<file path="config.mk">
export PLATFORM = sky130hd
export DESIGN_NAME = gpu_fetch_unit
export DESIGN_NICKNAME = d
export VERILOG_FILES = /design/src/rtl/gpu_isa_pkg.sv /design/src/rtl/gpu_pc_next.sv /design/src/rtl/gpu_fetch_unit.sv
export SDC_FILE = /design/constraint.sdc
export NUM_CORES = 1
export LEC_CHECK = 0
export BUFFER_PORTS_ARGS = -buffer_cell sky130_fd_sc_hd__clkbuf_2
export CORE_MARGIN = 4
export CORE_UTILIZATION = 35
export DETAILED_ROUTE_END_ITERATION = 12
export GPL_TIMING_DRIVEN = 0
export HOLD_SLACK_MARGIN = 0.15
export PLACE_DENSITY = 0.64
export SETUP_SLACK_MARGIN = 0.1
export SLEW_MARGIN = 15
export SYNTH_ARGS = -nofsm -noshare
export SYNTH_HDL_FRONTEND = slang
export SYNTH_SLANG_ARGS = --single-unit
</file>
<file path="constraint.sdc">
create_clock -name clk -period 1.9 [get_ports clk]
set_input_delay 0.095 -clock clk [delete_from_list [all_inputs] [get_ports clk]]
set_output_delay 0.095 -clock clk [all_outputs]
set_load 0.05 [all_outputs]
</file>
<file path="src/rtl/gpu_isa_pkg.sv">
// Shared ISA constants, fetch state encoding and opcode field helper for the shader core
// front end (fetch and decode).
package gpu_isa_pkg;

  localparam int unsigned OPC_W = 4;

  localparam logic [OPC_W-1:0] OPC_NOP = 4'b0000;
  localparam logic [OPC_W-1:0] OPC_LDI = 4'b0111;
  localparam logic [OPC_W-1:0] OPC_ST  = 4'b1001;
  localparam logic [OPC_W-1:0] OPC_JMP = 4'b1111;

  typedef enum logic [1:0] {
    FS_IDLE  = 2'd0,
    FS_REQ   = 2'd1,
    FS_ISSUE = 2'd2
  } fetch_state_e;

  // LSB position of the opcode field, which occupies the top OPC_W bits of an instruction.
  function automatic int unsigned opc_lsb(input int unsigned instr_w);
    return instr_w - OPC_W;
  endfunction

endpackage

</file>
<file path="src/rtl/gpu_pc_next.sv">
// Combinational next-PC select (jump target vs pc+1) and the self-jump halt qualifier.
module gpu_pc_next
  import gpu_isa_pkg::*;
#(
  parameter int unsigned PC_W    = 8,
  parameter bit          HALT_EN = 1'b0
) (
  input  logic [OPC_W-1:0] opcode,
  input  logic [PC_W-1:0]  target,
  input  logic [PC_W-1:0]  pc,
  input  logic [PC_W-1:0]  instr_pc,
  output logic [PC_W-1:0]  pc_next_c,
  output logic             halt_c
);

  logic is_jmp_c;

  assign is_jmp_c  = (opcode == OPC_JMP);
  // pc+1 wraps at 2^PC_W by construction.
  assign pc_next_c = is_jmp_c ? target : pc + 1'b1;
  assign halt_c    = HALT_EN && is_jmp_c && (target == instr_pc);

endmodule

</file>
<file path="src/rtl/gpu_fetch_unit.sv">
// Instruction fetch/issue sequencer: fetches from imem over req/valid, issues to decode over
// valid/ready, redirects on jump. Optional halt on self-jump: FETCH_HALT_ON_SELF_JUMP_EN.
module gpu_fetch_unit
  import gpu_isa_pkg::*;
#(
  parameter int unsigned     INSTR_W  = 16,
  parameter int unsigned     PC_W     = 8,
  parameter logic [PC_W-1:0] START_PC = '0,
  parameter int unsigned     CNT_W    = 16
) (
  input  logic               clk,
  input  logic               rst_n,
  input  logic               start,
  output logic               imem_req,
  output logic [PC_W-1:0]    imem_addr,
  input  logic               imem_rvalid,
  input  logic [INSTR_W-1:0] imem_rdata,
  output logic               instr_valid,
  input  logic               instr_ready,
  output logic [INSTR_W-1:0] instr,
  output logic [PC_W-1:0]    instr_pc,
  output logic               busy,
  output logic [CNT_W-1:0]   retired
);

`ifdef FETCH_HALT_ON_SELF_JUMP_EN
  localparam bit HALT_EN = 1'b1;
`else
  localparam bit HALT_EN = 1'b0;
`endif

  localparam int unsigned OPC_LSB = opc_lsb(INSTR_W);

  fetch_state_e    state, state_next;
  logic [PC_W-1:0] pc;
  logic [PC_W-1:0] pc_next_c;
  logic            halt_c;
  logic            restart_c, capture_c, accept_c;

  gpu_pc_next #(
    .PC_W    (PC_W),
    .HALT_EN (HALT_EN)
  ) u_pc_next (
    .opcode    (instr[OPC_LSB +: OPC_W]),
    .target    (instr[PC_W-1:0]),
    .pc        (pc),
    .instr_pc  (instr_pc),
    .pc_next_c (pc_next_c),
    .halt_c    (halt_c)
  );

  always_ff @(posedge clk or negedge rst_n) begin
    if (!rst_n) state <= FS_IDLE;
    else        state <= state_next;
  end

  always_comb begin
    state_next = state;
    restart_c  = 1'b0;
    capture_c  = 1'b0;
    accept_c   = 1'b0;
    unique case (state)
      FS_IDLE: begin
        if (start) begin
          state_next = FS_REQ;
          restart_c  = 1'b1;
        end
      end
      FS_REQ: begin
        if (imem_rvalid) begin
          state_next = FS_ISSUE;
          capture_c  = 1'b1;
        end
      end
      FS_ISSUE: begin
        if (instr_ready) begin
          accept_c   = 1'b1;
          state_next = halt_c ? FS_IDLE : FS_REQ;
        end
      end
      default: state_next = FS_IDLE;
    endcase
  end

  // Handshake outputs are registered from the next state so they align with the state register.
  always_ff @(posedge clk or negedge rst_n) begin
    if (!rst_n) begin
      pc          <= START_PC;
      imem_req    <= 1'b0;
      instr_valid <= 1'b0;
      busy        <= 1'b0;
      instr       <= '0;
      instr_pc    <= '0;
      retired     <= '0;
    end else begin
      imem_req    <= (state_next == FS_REQ);
      instr_valid <= (state_next == FS_ISSUE);
      busy        <= (state_next != FS_IDLE);
      if (restart_c) begin
        pc      <= START_PC;
        retired <= '0;
      end else if (accept_c) begin
        pc <= pc_next_c;
        if (retired != '1) retired <= retired + 1'b1;
      end
      if (capture_c) begin
        instr    <= imem_rdata;
        instr_pc <= pc;
      end
    end
  end

  assign imem_addr = pc;

endmodule

</file>
==> results of run 1 <==
-- layout make-up --
cell class	instances	area share, %
sequential	53	38.89
inverter	6	0.6579
tap	99	3.618
clock inverter	2	0.4751
timing repair buffer	94	16.89
multi-input combinational	163	33.92
clock buffer	6	2.412
buffer	15	3.143
-- metrics by stage --
stage                     hold slack [ps]  std cells  cell area [um2]  power [mW]
after floorplan                    -200.6        236             2608       3.522
after global placement              326.9        406             3087       4.084
after detailed placement            233.8        406             3089       4.125
after CTS                           150.8        434             3386       4.881
after global routing                176.4        438             3423       5.169
final                               142.2        438             3423       4.885
-- layer usage --
metal	up-vias	share of wire, %	global-route usage (%)
li1	1078	-	-
met1	1103	45	20.26
met2	70	48	26.77
met3	11	6.1	4.006
met4	0	1.6	5.415
met5	-	0	0
-- final timing paths --
check | from | depth (start not counted) | endpoint | slack (ps)
worst max-delay path | retired[0]$_DFFE_PN0P_ | 6 | retired[6]$_DFFE_PN0P_ | 150
worst min register to register | instr_pc[7]$_DFFE_PN0P_ | 2 | instr_pc[7]$_DFFE_PN0P_ | 490
worst min-delay path | imem_rvalid | 4 | state[0]$_DFF_PN0_ | 140
max in group asynchronous | rst_n | 2 | imem_addr[0]$_DFFE_PN0P_ | 1000
min in group asynchronous | rst_n | 2 | retired[5]$_DFFE_PN0P_ | 390
worst max register to register | retired[0]$_DFFE_PN0P_ | 6 | retired[6]$_DFFE_PN0P_ | 150
-- Yosys cell counts (2+ instances only) --
library cell | number | area [um2]
o31a_1 | 2 | 17.52
buf_6 | 4 | 45.04
nand4_1 | 5 | 31.28
a41oi_1 | 2 | 17.52
a31oi_1 | 11 | 68.82
inv_1 | 6 | 22.52
buf_4 | 2 | 15.01
o31ai_1 | 3 | 22.52
mux2i_1 | 3 | 30.03
nand3_1 | 9 | 45.04
o22ai_1 | 3 | 18.77
or2_2 | 2 | 12.51
dfrtp_1 | 53 | 1326
buf_2 | 9 | 45.04
mux2_2 | 21 | 236.5
ha_1 | 2 | 25.02
and4_1 | 4 | 35.03
nand2_1 | 21 | 78.83
nor2_1 | 10 | 37.54
nand3b_1 | 2 | 15.01
a21o_1 | 3 | 22.52
a21oi_1 | 15 | 75.07
nor3_1 | 8 | 40.04
o21ai_0 | 12 | 60.06
-- critical path: stages (launching register included) --
cell and delay, ps:
dfrtp_2 460, ha_1 250, and4_1 150, clkbuf_4 170
and3_4 180, a31oi_2 290, a31oi_1 120
-- timing repair --
action | 4_1_cts | 5_1_grt
buffers inserted | 1 | 3
endpoints found under the setup margin | 6 | 10
gates resized for setup | 0 | 1
hold endpoints to repair | 72 | 0
gates cloned | 0 | 1
hold buffers | 19 | 0
pin swaps | 2 | 1
-- power by group through the flow --
stage | sequential, mW | combinational [mW] | clock (mW)
after floorplan | 2.69 | 0.829 | 0
after global placement | 1.69 | 2.39 | 0
final | 1.68 | 2.49 | 0.714
after CTS | 1.68 | 2.47 | 0.732
after global routing | 1.73 | 2.66 | 0.780
after detailed placement | 1.70 | 2.42 | 0
-- kinds of logic (layout without fill, tap and decap cells) --
family | Yosys count | after routing
buffers and inverters | 21 | 123
AO/OA/AOI/OAI | 62 | 63
flip-flops | 53 | 53
multiplexers | 24 | 24
AND/OR/NAND/NOR | 74 | 74
adder cells (fa/ha/maj) | 2 | 2
-- registers in the layout, indices dropped and copies added (netlist names) --
register / count
imem_req: 1
instr_pc: 8
retired: 16
imem_addr: 8
state: 2
instr_valid: 1
busy: 1
instr: 16
-- cells in the final DEF (no fill, tap or decap), types with 5 or more instances in the layout --
| cell type | n |
|---|---|
| nor3_1 | 8 |
| dfrtp_1 | 49 |
| inv_1 | 6 |
| nand4_1 | 5 |
| buf_4 | 6 |
| clkbuf_8 | 6 |
| nor2_1 | 10 |
| mux2_2 | 21 |
| nand3_1 | 9 |
| dlygate4sd3_1 | 19 |
| clkbuf_2 | 70 |
| nand2_1 | 21 |
| o21ai_0 | 12 |
| a21oi_1 | 15 |
| a31oi_1 | 11 |
| buf_2 | 8 |
==> flow_summary.yaml, run 1 <==
power_and_ir_drop:
  p_switching_mw: 2.401
  combPwrFrac_pct: 51.1
  ir_worst_vdd_v: 0.0008967
  switching_share_pct: 49.15
  power_density_nw_per_um2: 1427
  p_leak_nw: 1.593
  pwr-share-seq_pct: 34.3
  internal_power_mw: 2.484
  power.share.clock_pct: 14.6
layout:
  seqCellArea_um2: 1331
  multi_input_comb_area_um2: 1161
  finish.utilization_pct: 47.20
  drive_above_1_share_pct: 39.82
  area_growth_pct: 31.54
  diodes: 0
  final_nets: 361
  fillCellCount: 692
hold_path:
  min_path_type: "in2reg"
yosys:
  synth_enable_flop_cells: 0
  syn_nets: 259
  ys_ff_latch: 53
  synth_compound_area_share_pct: 16.97
  synth_fa_ha_area_share_pct: 0.9615
  synth-warning-count: 0
  synth_top_family_by_area: "compound AO/OA/AOI/OAI gates"
  netlist_area_um2: 2602
  synth_cell_types: 48
  ys_seq_area_share_pct: 50.96
  synth_ff_type: "dfrtp_1"
  muxShareOfSynthArea_pct: 10.24
  async_reset_ff_share_pct: 100.0
  synth_xor_area_share_pct: 0
  synth-simple-area-share_pct: 15.96
  syn_area_per_cell_um2: 11.03
  synthesis.instances: 236
placement:
  portBuffers: 71
  pre_cts_slack_ps: 88.89
  dpl.hpwl_mm: 4.511
  gp_congestion: 0.8173
clock_network:
  cts_tree: "done"
  cts_buffer_depth: 2
  clk_latency_ps: 320
  htreeDepth: 2
  clk_pin_slew_ps: 110
  cts.sinks: 53
  cts_buffers: 5
  cts_root_buf: "clkbuf_8"
sta:
  fin_crit_ps: 1754
  fin_crit_sh_pct: 92.32
  fin_ws_ps: 146.0
  tns_ps: 0
  clock_skew_ps: 10.89
  rsz0062_at_grt: "no"
  worst_slew_pin_slew_ps: 728.9
  final_hold_viol_count: 0
  slew_violations: 0
  slew_headroom_pct: 51.41
  finalSetupViolCount: 0
  fmax_ghz: 0.5701
worst_setup_path:
  crit_fanout: 6
  cp-start-kind: "register"
  cp.required_ps: 2090
  critPathCaptureType: "register"
  arrival_ps: 1950
  timing_worst_setup_path_type: "reg2reg"
floorplanning:
  core-area_um2: 7253
  die_w_um: 94.23
  rows: 31
  dieHeight_um: 94.23
  start_util_pct: 35.88
  ios: 72
  die_area_um2: 8879
status:
  outcome: "completed"
run:
  cap_violations: 0
route:
  drc: 0
  first_pass_iters: 4
  ant_nets: 0
  wire_per_inst_um: 15.03
  routed-via-count: 2262
  wirelength_mm: 6.585
  viasPerCell: 5.164
  drt_iter0_drc: 55
grt:
  first_global_vias: 2343
  grt_pass1_wl_mm: 11.24
  overflow: 0
  grt_use_total_pct: 16.07
  antenna_found_initial: 0
  grt_max_degree: 54
No activity file was read; power rests on OpenSTA's default activity.
==> inputs of run 2 (changes only) <==
--- a/config.mk
+++ b/config.mk
@@ -12,8 +12,7 @@
 export GPL_TIMING_DRIVEN = 0
 export HOLD_SLACK_MARGIN = 0.15
 export PLACE_DENSITY = 0.64
-export SETUP_SLACK_MARGIN = 0.1
-export SLEW_MARGIN = 15
+export SETUP_SLACK_MARGIN = 0.2
 export SYNTH_ARGS = -nofsm -noshare
 export SYNTH_HDL_FRONTEND = slang
 export SYNTH_SLANG_ARGS = --single-unit
==> run 2 against run 1 <==
Against the previous run: highest routed layer unchanged; register-to-register slack improved by 110 ps; utilization increased by 1.6 points; die area unchanged; via count increased by 1.6%; critical path depth increased by 1; first-iteration DRC count increased by 40%; worst setup slack improved by 110 ps; worst hold slack improved by 200 ps; combinational power increased by 5%.
==> flow_summary.yaml, run 2 (synthesis gave the netlist of run 1 again) <==
status:
  outcome: "completed"
route:
  ant_nets: 0
  viasPerCell: 5.166
  drt_iter0_drc: 77
  wirelength_mm: 6.685
  drc: 0
  wire_per_inst_um: 15.02
  routed-via-count: 2299
  first_pass_iters: 4
clock_network:
  clk_pin_slew_ps: 100
  htreeDepth: 2
  cts_buffers: 5
  clk_latency_ps: 320
  cts_buffer_depth: 2
  cts_tree: "done"
  cts_root_buf: "clkbuf_8"
  cts.sinks: 53
power_and_ir_drop:
  p_leak_nw: 1.618
  ir_worst_vdd_v: 0.0009807
  total_power_mw: 4.960
  power_density_nw_per_um2: 1402
worst_setup_path:
  crit_fanout: 8
  arrival_ps: 1860
  cp-start-kind: "register"
  cp.required_ps: 2120
  critPathCaptureType: "register"
  timing_worst_setup_path_type: "reg2reg"
sta:
  fin_crit_sh_pct: 86.31
  finalSetupViolCount: 0
  fin_crit_ps: 1640
  slew_violations: 0
  rsz0062_at_grt: "yes"
  clock_skew_ps: 11.63
  fin_ws_ps: 260.1
  worst_slew_pin_slew_ps: 679.0
  slew_headroom_pct: 54.73
  tns_ps: 0
  final_hold_viol_count: 0
  fmax_ghz: 0.6098
grt:
  grt_use_total_pct: 15.81
  grt_use_met2_pct: 25.47
  met3_usage_pct: 3.846
  overflow: 0
  first_global_vias: 2245
  grt_pass1_wl_mm: 11.02
  busiest_layer: "met2"
  antenna_found_initial: 0
  grt_max_degree: 54
  grt.met1_usage_pct: 20.80
floorplanning:
  rows: 31
  start_util_pct: 35.88
  die_area_um2: 8879
  ios: 72
  die_w_um: 94.23
  core-area_um2: 7253
  dieHeight_um: 94.23
layout:
  final_nets: 368
  finish.utilization_pct: 48.78
  final_area_um2: 3538
  final_cell_mix: "clkbuf_2 (70), dfrtp_1 (41), mux2_2 (21), nand2_1 (20), dlygate4sd3_1 (20)"
  top_regs: "instr x16, retired x16"
  drive_above_1_share_pct: 45.09
  area_growth_pct: 35.96
  diodes: 0
  layout_commonest_cell: "clkbuf_2"
  fillCellCount: 707
placement:
  gp_congestion: 0.8455
  dpl_cell_area_um2: 3099
  pre_cts_slack_ps: 121.3
  portBuffers: 71
  dpl.hpwl_mm: 4.535
hold_path:
  min_path_type: "in2async"
run:
  cap_violations: 0
## run 2: changes by cell type in the layout (fill, tap and decap cells not counted), moves of 2 or more
cell	delta
a21oi_2	+2
buf_4	+6
dfrtp_1	-8
buf_2	-2
a21oi_1	-2
dfrtp_2	+8
## run 2: final timing paths
| kind | cells past startpoint | startpoint | slack (ps) | endpoint |
|---|---|---|---|---|
| setup / recovery | 7 | retired[1]$_DFFE_PN0P_ | 260 | retired[5]$_DFFE_PN0P_ |
| hold / removal | 2 | rst_n | 340 | retired[10]$_DFFE_PN0P_ |
| setup reg to reg | 7 | retired[1]$_DFFE_PN0P_ | 260 | retired[5]$_DFFE_PN0P_ |
| hold reg to reg | 2 | instr_pc[7]$_DFFE_PN0P_ | 500 | instr_pc[7]$_DFFE_PN0P_ |
| max in group asynchronous | 2 | rst_n | 1070 | imem_addr[0]$_DFFE_PN0P_ |
| min in group clk | 2 | instr_pc[7]$_DFFE_PN0P_ | 500 | instr_pc[7]$_DFFE_PN0P_ |
## run 2: area by class of cell
| cell class | instances | area [um2] | share of cell area [%] |
|---|---|---|---|
| Sequential cell | 53 | 1341 | 37.91 |
| Multi-Input combinational cell | 163 | 1200 | 33.91 |
| Timing Repair Buffer | 101 | 645.6 | 18.25 |
| Tap cell | 99 | 123.9 | 3.501 |
| Buffer | 15 | 116.4 | 3.289 |
| Clock buffer | 6 | 72.57 | 2.051 |
| Inverter | 6 | 22.52 | 0.6365 |
| Clock inverter | 2 | 16.27 | 0.4597 |
## run 2: timing repair
action / in CTS / in global routing
pin swaps: 2 / 7
cloned: 1 / 0
hold buffers: 20 / 0
hold endpoints to repair: 73 / 0
setup buffers: 3 / 7
setup endpoints to repair: 11 / 21
gates resized for setup: 0 / 13
## run 2: critical path, cell delays in order (launching register included)
cell     delay, ps
dfrtp_2        460
ha_4           180
and4_1         150
buf_6          130
a41oi_4        230
buf_12         150
a21oi_2         50
a31oi_1        180
## run 2: layer usage
layer | wire, um | part of all wire [%] | up-vias
li1 | - | - | 1091
met1 | 2805 | 42 | 1104
met2 | 3265 | 49 | 93
met3 | 512 | 7.7 | 11
met4 | 101 | 1.5 | 0
met5 | 0 | 0 | -
## run 2: where the power goes
| part | switching [mW] | internal [mW] | leakage (nW) |
|---|---|---|---|
| clock network | 0.395 | 0.263 | 0.0414 |
| logic | 1.79 | 0.823 | 0.904 |
| registers | 0.242 | 1.45 | 0.672 |
| total | 2.43 | 2.53 | 1.62 |
## run 2: through the flow
step / hold slack, ps / std cells
floorplan: -200.6 / 236
global placement: 326.9 / 406
detailed placement: 331.2 / 406
CTS: 504.2 / 438
global route: 425.2 / 445
finish: 342.6 / 445
